$ cat config.mk
export PLATFORM = sky130hd
export DESIGN_NAME = mem_stage_sram_ctrl
export DESIGN_NICKNAME = d
export VERILOG_FILES = /design/src/rtl/mem_stage_sram_ctrl_pkg.sv /design/src/rtl/mem_stage_sram_ctrl_addr_check.sv /design/src/rtl/mem_stage_sram_ctrl.sv
export SDC_FILE = /design/constraint.sdc
export NUM_CORES = 1
export LEC_CHECK = 0
export CAP_MARGIN = 20
export CORE_MARGIN = 2
export CORE_UTILIZATION = 42
export CTS_CLUSTER_DIAMETER = 80
export DETAILED_ROUTE_END_ITERATION = 12
export GPL_ROUTABILITY_DRIVEN = 0
export PLACE_DENSITY_LB_ADDON = 0.05
export SETUP_SLACK_MARGIN = 0.15
export SYNTH_ARGS = -nofsm -noshare
export SYNTH_HDL_FRONTEND = slang
export SYNTH_SLANG_ARGS = --single-unit
$ cat constraint.sdc
create_clock -name CLK -period 4.85 [get_ports CLK]
set_input_delay 0.97 -clock CLK [delete_from_list [all_inputs] [get_ports CLK]]
set_output_delay 0.97 -clock CLK [all_outputs]
set_load 0.02 [all_outputs]
$ cat src/rtl/mem_stage_sram_ctrl_pkg.sv
// Shared MEM-stage constants: datapath widths, data-memory map and
// SRAM controller FSM encoding.
package mem_stage_sram_ctrl_pkg;

  localparam int WORD_LEN       = 32;
  localparam int REG_ADDR_LEN   = 5;
  localparam int SRAM_ADDR_LEN  = 16;
  localparam int DATA_BASE      = 1024;
  localparam int TIMEOUT_CYCLES = 255;
  localparam int CNT_W          = 8;

  typedef enum logic [1:0] {
    S_IDLE   = 2'd0,
    S_ACCESS = 2'd1,
    S_DONE   = 2'd2
  } mem_state_t;

endpackage

$ cat src/rtl/mem_stage_sram_ctrl_addr_check.sv
// Byte address validation and translation into an SRAM word index
// relative to the start of data memory.
module mem_addr_check
  import mem_stage_sram_ctrl_pkg::*;
(
  input  logic [WORD_LEN-1:0]      i_addr,
  output logic                     o_bad,
  output logic [SRAM_ADDR_LEN-1:0] o_word_addr
);

  logic [WORD_LEN-1:0] w_diff;
  logic                w_misaligned;
  logic                w_below;

  assign w_diff       = i_addr - WORD_LEN'(DATA_BASE);
  assign w_misaligned = |i_addr[1:0];
  assign w_below      = i_addr < WORD_LEN'(DATA_BASE);
  assign o_bad        = w_misaligned | w_below;
  assign o_word_addr  = SRAM_ADDR_LEN'(w_diff >> 2);

endmodule

$ cat src/rtl/mem_stage_sram_ctrl.sv
// MEM stage: turns LW/SW into an SRAM req/ack transaction, stalls the
// front of the pipeline while it runs and feeds the MEM/WB register.
module mem_stage_sram_ctrl
  import mem_stage_sram_ctrl_pkg::*;
(
  input  logic                     CLK,
  input  logic                     RESET,
  input  logic                     WB_EN_IN,
  input  logic                     MEM_READ_EN_IN,
  input  logic                     MEM_WRITE_EN_IN,
  input  logic [WORD_LEN-1:0]      ALU_RESULT_IN,
  input  logic [WORD_LEN-1:0]      SW_OPERAND_IN,
  input  logic [REG_ADDR_LEN-1:0]  DESTINATION_IN,
  input  logic [WORD_LEN-1:0]      SRAM_RDATA,
  input  logic                     SRAM_ACK,
  output logic                     SRAM_REQ,
  output logic                     SRAM_WE,
  output logic [SRAM_ADDR_LEN-1:0] SRAM_ADDR,
  output logic [WORD_LEN-1:0]      SRAM_WDATA,
  output logic                     STALL,
  output logic                     WB_EN_OUT,
  output logic                     MEM_READ_EN_OUT,
  output logic [WORD_LEN-1:0]      ALU_RESULT_OUT,
  output logic [WORD_LEN-1:0]      MEM_DATA_OUT,
  output logic [REG_ADDR_LEN-1:0]  DESTINATION_OUT,
  output logic                     MEM_ERR
);

  mem_state_t              r_state;
  logic                    r_req;
  logic                    r_we;
  logic [SRAM_ADDR_LEN-1:0] r_addr;
  logic [WORD_LEN-1:0]     r_wdata;
  logic [WORD_LEN-1:0]     r_rdata;
  logic [CNT_W-1:0]        r_cnt;
  logic                    r_err;

  logic                     w_mem_op;
  logic                     w_bad;
  logic [SRAM_ADDR_LEN-1:0] w_word_addr;
  logic [CNT_W-1:0]         w_cnt_nxt;
  logic                     w_timeout;

  mem_addr_check u_addr_check (
    .i_addr      (ALU_RESULT_IN),
    .o_bad       (w_bad),
    .o_word_addr (w_word_addr)
  );

  assign w_mem_op  = MEM_READ_EN_IN | MEM_WRITE_EN_IN;
  assign w_cnt_nxt = (&r_cnt) ? r_cnt : r_cnt + 1'b1;
  assign w_timeout = w_cnt_nxt == CNT_W'(TIMEOUT_CYCLES);

  always_ff @(posedge CLK or posedge RESET) begin
    if (RESET) begin
      r_state <= S_IDLE;
      r_req   <= 1'b0;
      r_we    <= 1'b0;
      r_addr  <= '0;
      r_wdata <= '0;
      r_rdata <= '0;
      r_cnt   <= '0;
      r_err   <= 1'b0;
    end else begin
      unique case (r_state)
        S_IDLE: begin
          if (w_mem_op && w_bad) begin
            r_state <= S_DONE;
            r_err   <= 1'b1;
          end else if (w_mem_op) begin
            r_state <= S_ACCESS;
            r_req   <= 1'b1;
            r_we    <= MEM_WRITE_EN_IN;
            r_addr  <= w_word_addr;
            r_wdata <= SW_OPERAND_IN;
            r_cnt   <= '0;
          end
        end
        S_ACCESS: begin
          if (SRAM_ACK) begin
            if (!r_we) r_rdata <= SRAM_RDATA;
            r_req   <= 1'b0;
            r_state <= S_DONE;
          end else if (w_timeout) begin
            r_req   <= 1'b0;
            r_rdata <= '0;
            r_err   <= 1'b1;
            r_state <= S_DONE;
          end else begin
            r_cnt <= w_cnt_nxt;
          end
        end
        S_DONE: begin
          // inputs still hold the finished instruction, so never re-launch here
          r_state <= S_IDLE;
          r_err   <= 1'b0;
        end
        default: r_state <= S_IDLE;
      endcase
    end
  end

  assign SRAM_REQ        = r_req;
  assign SRAM_WE         = r_we;
  assign SRAM_ADDR       = r_addr;
  assign SRAM_WDATA      = r_wdata;
  assign MEM_DATA_OUT    = r_rdata;
  assign MEM_ERR         = r_err;
  assign STALL           = !RESET &
                           (((r_state == S_IDLE) & w_mem_op) |
                            (r_state == S_ACCESS));
  assign WB_EN_OUT       = WB_EN_IN & ~(MEM_READ_EN_IN & r_err);
  assign MEM_READ_EN_OUT = MEM_READ_EN_IN;
  assign ALU_RESULT_OUT  = ALU_RESULT_IN;
  assign DESTINATION_OUT = DESTINATION_IN;

endmodule
# After elaboration in Yosys (flattened, before gate mapping)
# Index checks and enable logic that the tools add are counted.
# word_totals
reg_bits	93
inputBits	107
output_inout_bits	123
# op_classes
n_addsub	2
n_lt_le_gt_ge	1
n_eq_ne	12
n_mux	23
bitwise	9
n_reduce_logical	14
# ops
op	n
2-to-1 mux 32 bit	3
2-to-1 mux 8 bit	5
less-than comparator 32 x 11 -> 1 bit, second input constant	1
subtractor 18 x 11 -> 18 bit, second input constant	1
one-hot mux 8 bit (2 select lines)	1
!= test 2 bit, second input constant	7
adder 8 x 1 -> 8 bit, second input constant	1
== test 8 bit, second input constant	1
2-to-1 mux 2 bit	4
AND reduction 4 bit	2
AND reduction 8 bit	1
2-to-1 mux 1 bit	7
!= test 3 bit, second input constant	2
AND reduction 3 bit	2
AND reduction 5 bit	1
AND 1 bit	4
one-hot mux 2 bit (2 select lines)	1
nonzero test 2 bit	2
OR 1 bit	3
one-hot mux 1 bit (3 select lines)	1
nonzero test 3 bit	1
== test 2 x 1 -> 1 bit, second input constant	1
== test 2 bit, second input constant	1
zero test 2 bit	1
other kinds (6)	7

# Logic depth before layout (Yosys ltp)
# logic_depth
ltp_word	6
mapped_depth	10
ltp_nobuf	7

# Cells and area by module
# From an unflattened synthesis, not the netlist that was laid out.
# unflattened
cells_unflattened	483
hier_area_um2	4543.1
# modules_own_cells
module	n_inst	cells_per_inst	area_each_um2	seq_area_each_um2
mem_stage_sram_ctrl	1	449	4305.4	2327.2
mem_addr_check	1	34	237.7	0.0

# Least setup slack after synthesis
# Ideal clock, no wire load.
# synth_timing
path_type	input to register
start	input port ALU_RESULT_IN[10]
end	register r_wdata[12], in the netlist SRAM_WDATA[12]
setup_ns	0.117
arrival_ns	2.451
required_time_ns	4.733
setup_slack_ns	2.282
stages	10
path_buffers	3
path_cell_list	inv_1 > ha_1 > nand3_1 > o21ai_1 > or4_1 > clkbuf_1 > buf_2 > buf_2 > nand2_1 > nand2_1
# synth_via
elab_chain_cells	5
# synth_rtl
item	line_no	rtl
from (decl)	mem_stage_sram_ctrl.sv:11	input logic [WORD_LEN-1:0] ALU_RESULT_IN,
less-than comparator 32 x 11 -> 1 bit	mem_stage_sram_ctrl_addr_check.sv:17	assign w_below = i_addr < WORD_LEN'(DATA_BASE);
OR 1 bit	mem_stage_sram_ctrl_addr_check.sv:18	assign o_bad = w_misaligned | w_below;
logical AND 1 bit	mem_stage_sram_ctrl.sv:67	if (w_mem_op && w_bad) begin
inverter 1 bit (no line)	-	
AND reduction 3 bit (no line)	-	
to (signal assigned)	mem_stage_sram_ctrl.sv:60	r_wdata <= '0;
to (signal assigned)	mem_stage_sram_ctrl.sv:75	r_wdata <= SW_OPERAND_IN;
to (decl)	mem_stage_sram_ctrl.sv:33	logic [WORD_LEN-1:0] r_wdata;
# No other way between the ends.
# A chain may end at the register's enable or synchronous reset.

# Final worst setup path
# layout_timing
start	input port ALU_RESULT_IN[10]
end	register r_cnt[3]
# layout_via
elab_chain_cells	5
# layout_rtl
item	line_no	rtl
less-than comparator 32 x 11 -> 1 bit	mem_stage_sram_ctrl_addr_check.sv:17	
OR 1 bit	mem_stage_sram_ctrl_addr_check.sv:18	
logical AND 1 bit	mem_stage_sram_ctrl.sv:67	
!= test 2 bit (no line)	-	
AND reduction 5 bit (no line)	-	
to (signal assigned)	mem_stage_sram_ctrl.sv:90	r_cnt <= w_cnt_nxt;
to (decl)	mem_stage_sram_ctrl.sv:35	logic [CNT_W-1:0] r_cnt;
# No other way between the ends.

==> flow_metrics.py <==
metrics = {
    "status": {
        "status": "complete, no violations",
    },
    "logic_synthesis": {
        "synthAdderAreaFrac": 0.00599,
        "synthArstFlopShare": 1.00,
        "post-synth-top-count-cell": "nand2_1",
        "synth_top_area_cell": "dfrtp_1",
        "synth_compound_area_frac": 0.132,
        "synth_top_area_frac": 0.557,
        "synth-edff-count": 0,
        "synth_seq_area_share": 0.557,
        "synth_top_family_by_area": "simple AND/OR/NAND/NOR gates",
        "netlist-cell-type-count": 43,
        "avgSynthCellArea_um2": 9.92,
        "synth-xor-area-share": 0.0147,
        "synthSimpleGateAreaFrac": 0.185,
        "synth_mux_area_frac": 0.00539,
        "synth_warnings": 0,
        "netlist_instances": 421,
        "synth.ff_latch_count": 93,
        "synth-main-ff-cell": "dfrtp_1",
        "syn-num-nets": 530,
        "synth_area_leaders": "dfrtp_1 (56%), nand2_1 (12%), a22o_1 (6.9%)",
        "synth.cell_area_um2": 4180,
        "synth_common_cells": "nand2_1 (138), dfrtp_1 (93), buf_4 (38)",
    },
    "floorplan": {
        "die_w_um": 104,
        "die_area_um2": 10800,
        "row_count": 36,
        "coreArea_um2": 9730,
        "die_height_um": 104,
        "initial_utilization": 0.429,
        "io_pins": 230,
    },
    "routing": {
        "wire_per_inst_um": 15.3,
        "ant_nets": 0,
        "drc_errors": 0,
        "wl_mm": 11.2,
        "viasPerCell": 4.92,
        "route.vias.total": 3600,
        "dr.pass1.iters": 4,
        "drt_iter0_markers": 192,
    },
    "layout": {
        "n_antenna_cell": 0,
        "area_delta_synth_final_pct": 53.0,
        "stdcell_area_um2": 6390,
        "finalNonFillerCells": 732,
        "regArea_um2": 2330,
        "n_fill_cell": 809,
        "multi_input_area_um2": 1450,
        "layout-drive-gt1-share": 0.0484,
        "layout.nets": 705,
    },
    "sta": {
        "worst_pin_slew_ns": 0.987,
        "final_hold_viol_count": 0,
        "fin_crit_sh": 0.713,
        "finalSetupViolations": 0,
        "finClkSkew_ns": 0.00906,
        "fmax_ghz": 0.289,
        "rsz0062_at_grt": "no",
        "slew_headroom": 0.342,
        "timing.hold.ws_ns": 0.476,
        "fin_tns_setup_ns": 0,
        "period_minus_slack_ns": 3.46,
        "slew_viol_final": 0,
    },
    "clock_tree": {
        "htreeDepth": 3,
        "post_cts_buffers": 0,
        "cts_resized": 0,
        "cts_buffers": 9,
        "clockRootBuffer": "clkbuf_8",
        "insertion_delay_ns": 0.35,
        "cts_tree": "yes",
        "cts_hold_buffers": 0,
        "cts_buffer_depth": 2,
        "cts_sinks": 93,
        "path_clk_slew_ns": 0.08,
    },
    "placement": {
        "hpwl_mm": 8.39,
        "place_inst": 718,
        "numPortBuffers": 219,
        "placed_cell_area_um2": 6190,
    },
    "global_route": {
        "grt_pass1_vias": 3510,
        "grt_pass1_wl_mm": 18.1,
        "overflow": 0,
        "groute.usage.overall": 0.209,
        "grt_max_degree": 59,
        "antenna_found_initial": 0,
    },
    "power": {
        "p_sw_frac": 0.386,
        "powerDensity_nw_per_um2": 600,
        "ir_drop_uv": 276,
        "power.total_w": 0.00383,
        "internal_power_w": 0.00236,
        "switching_power_w": 0.00148,
        "clkPwrFrac": 0.139,
        "p_leak_nw": 2.83,
        "p_comb_frac": 0.498,
        "power_frac_seq": 0.363,
    },
    "critical_path": {
        "cp.required_ns": 5.08,
        "reg2reg_to": "MEM_DATA_OUT[28]$_DFFE_PP0P_",
        "ff2ff_path_depth": 8,
        "cp_data_arrival_time_ns": 3.69,
        "path_max_fanout": 58,
        "rrSetupSlack_ns": 2.29,
        "worstSetupEndpointType": "flop",
        "criticalPathCategory": "input port to flop",
        "cp-start-kind": "input port",
        "worstReg2RegStart": "r_cnt[0]$_DFFE_PP0P_",
    },
    "worst_hold_path": {
        "worstHoldPathType": "flop to flop",
        "worstHoldEndpoint": "SRAM_WDATA[19]$_DFFE_PP0P_",
        "min_from": "SRAM_WDATA[19]$_DFFE_PP0P_",
        "holdPathStages": 2,
    },
    "flow_run": {
        "cap_viol_max_count": 0,
    },
}
==> final cells by class <==
cell class	instances	share of cell area
clock buffer	9	0.0194
timing repair buffer	223	0.348
inverter	6	0.00372
tap	133	0.0260
clock inverter	5	0.0121
multi-input combinational	263	0.227
sequential	93	0.364
==> worst max-delay path, cell delays in order <==
cell and delay, ns:
clkdlybuf4s50_1 0.53, inv_1 0.06, ha_1 0.24, nand3_1 0.12, o21ai_1 0.17, or4_2 1.14
nand3_1 0.32, a31oi_1 0.11
==> per-layer routing <==
layer	up-vias	wire (um)	track usage
li1	1741	-	-
met1	1706	4660	0.261
met2	139	5700	0.355
met3	14	612	0.0466
met4	0	211	0.0820
met5	-	0	0
==> worst max path at each step <==
stage | start | end | slack (ns) | cells after the start
floorplan | RESET | MEM_DATA_OUT[0]$_DFFE_PP0P_ | 1.46 | 1
global placement | ALU_RESULT_IN[10] | r_cnt[5]$_DFFE_PP0P_ | 1.07 | 8
detailed placement | ALU_RESULT_IN[10] | r_cnt[3]$_DFFE_PP0P_ | 1.01 | 8
CTS | ALU_RESULT_IN[10] | r_cnt[3]$_DFFE_PP0P_ | 1.40 | 8
global route | ALU_RESULT_IN[27] | r_cnt[3]$_DFFE_PP0P_ | 1.13 | 7
finish | ALU_RESULT_IN[10] | r_cnt[3]$_DFFE_PP0P_ | 1.39 | 8
==> registers in the layout, summed over array words and instances, names as in the netlist <==
| signal | count |
|---|---|
| MEM_DATA_OUT | 32 |
| MEM_ERR | 1 |
| SRAM_ADDR | 16 |
| SRAM_REQ | 1 |
| SRAM_WDATA | 32 |
| SRAM_WE | 1 |
| r_cnt | 8 |
| r_state | 2 |
==> power by group through the flow <==
stage	Sequential [W]	Clock (W)	Combinational [W]
final	0.00139	0.000532	0.00191
after CTS	0.00139	0.000555	0.00193
after detailed placement	0.00141	0	0.00192
after global placement	0.00139	0	0.00190
after floorplan	0.00177	0	0.000615
after global routing	0.00144	0.000585	0.00204
==> layout by cell type, fill, tap and decap left out, drive strengths merged, types with 3 or more instances in the layout <==
cell type / n
a31oi: 6
inv: 5
xnor2: 4
nor2: 8
nor2b: 3
nand2: 139
clkbuf: 9
buf: 4
a22o: 33
clkinv: 3
nor4: 5
dfrtp: 93
a21oi: 6
nor3: 9
xor2: 3
nand4: 3
o21ai: 19
clkdlybuf4s50: 219
nand3: 5
==> metrics by stage <==
step                       util  setup WS, ns
after floorplan               -          1.46
after detailed placement  0.636          1.01
final                     0.657          1.39
after global routing      0.657          1.13
after global placement    0.636          1.07
after CTS                 0.657          1.40
==> cell families (layout without fill, tap and decap cells) <==
kind of cell,Yosys count,after routing
buf+inv,65,243
simple gates,179,179
flops,93,93
fa+ha+maj,2,2
mux,2,2
xor+xnor,7,7
compound gates,73,73
No activity file was read; power rests on OpenSTA's default activity.
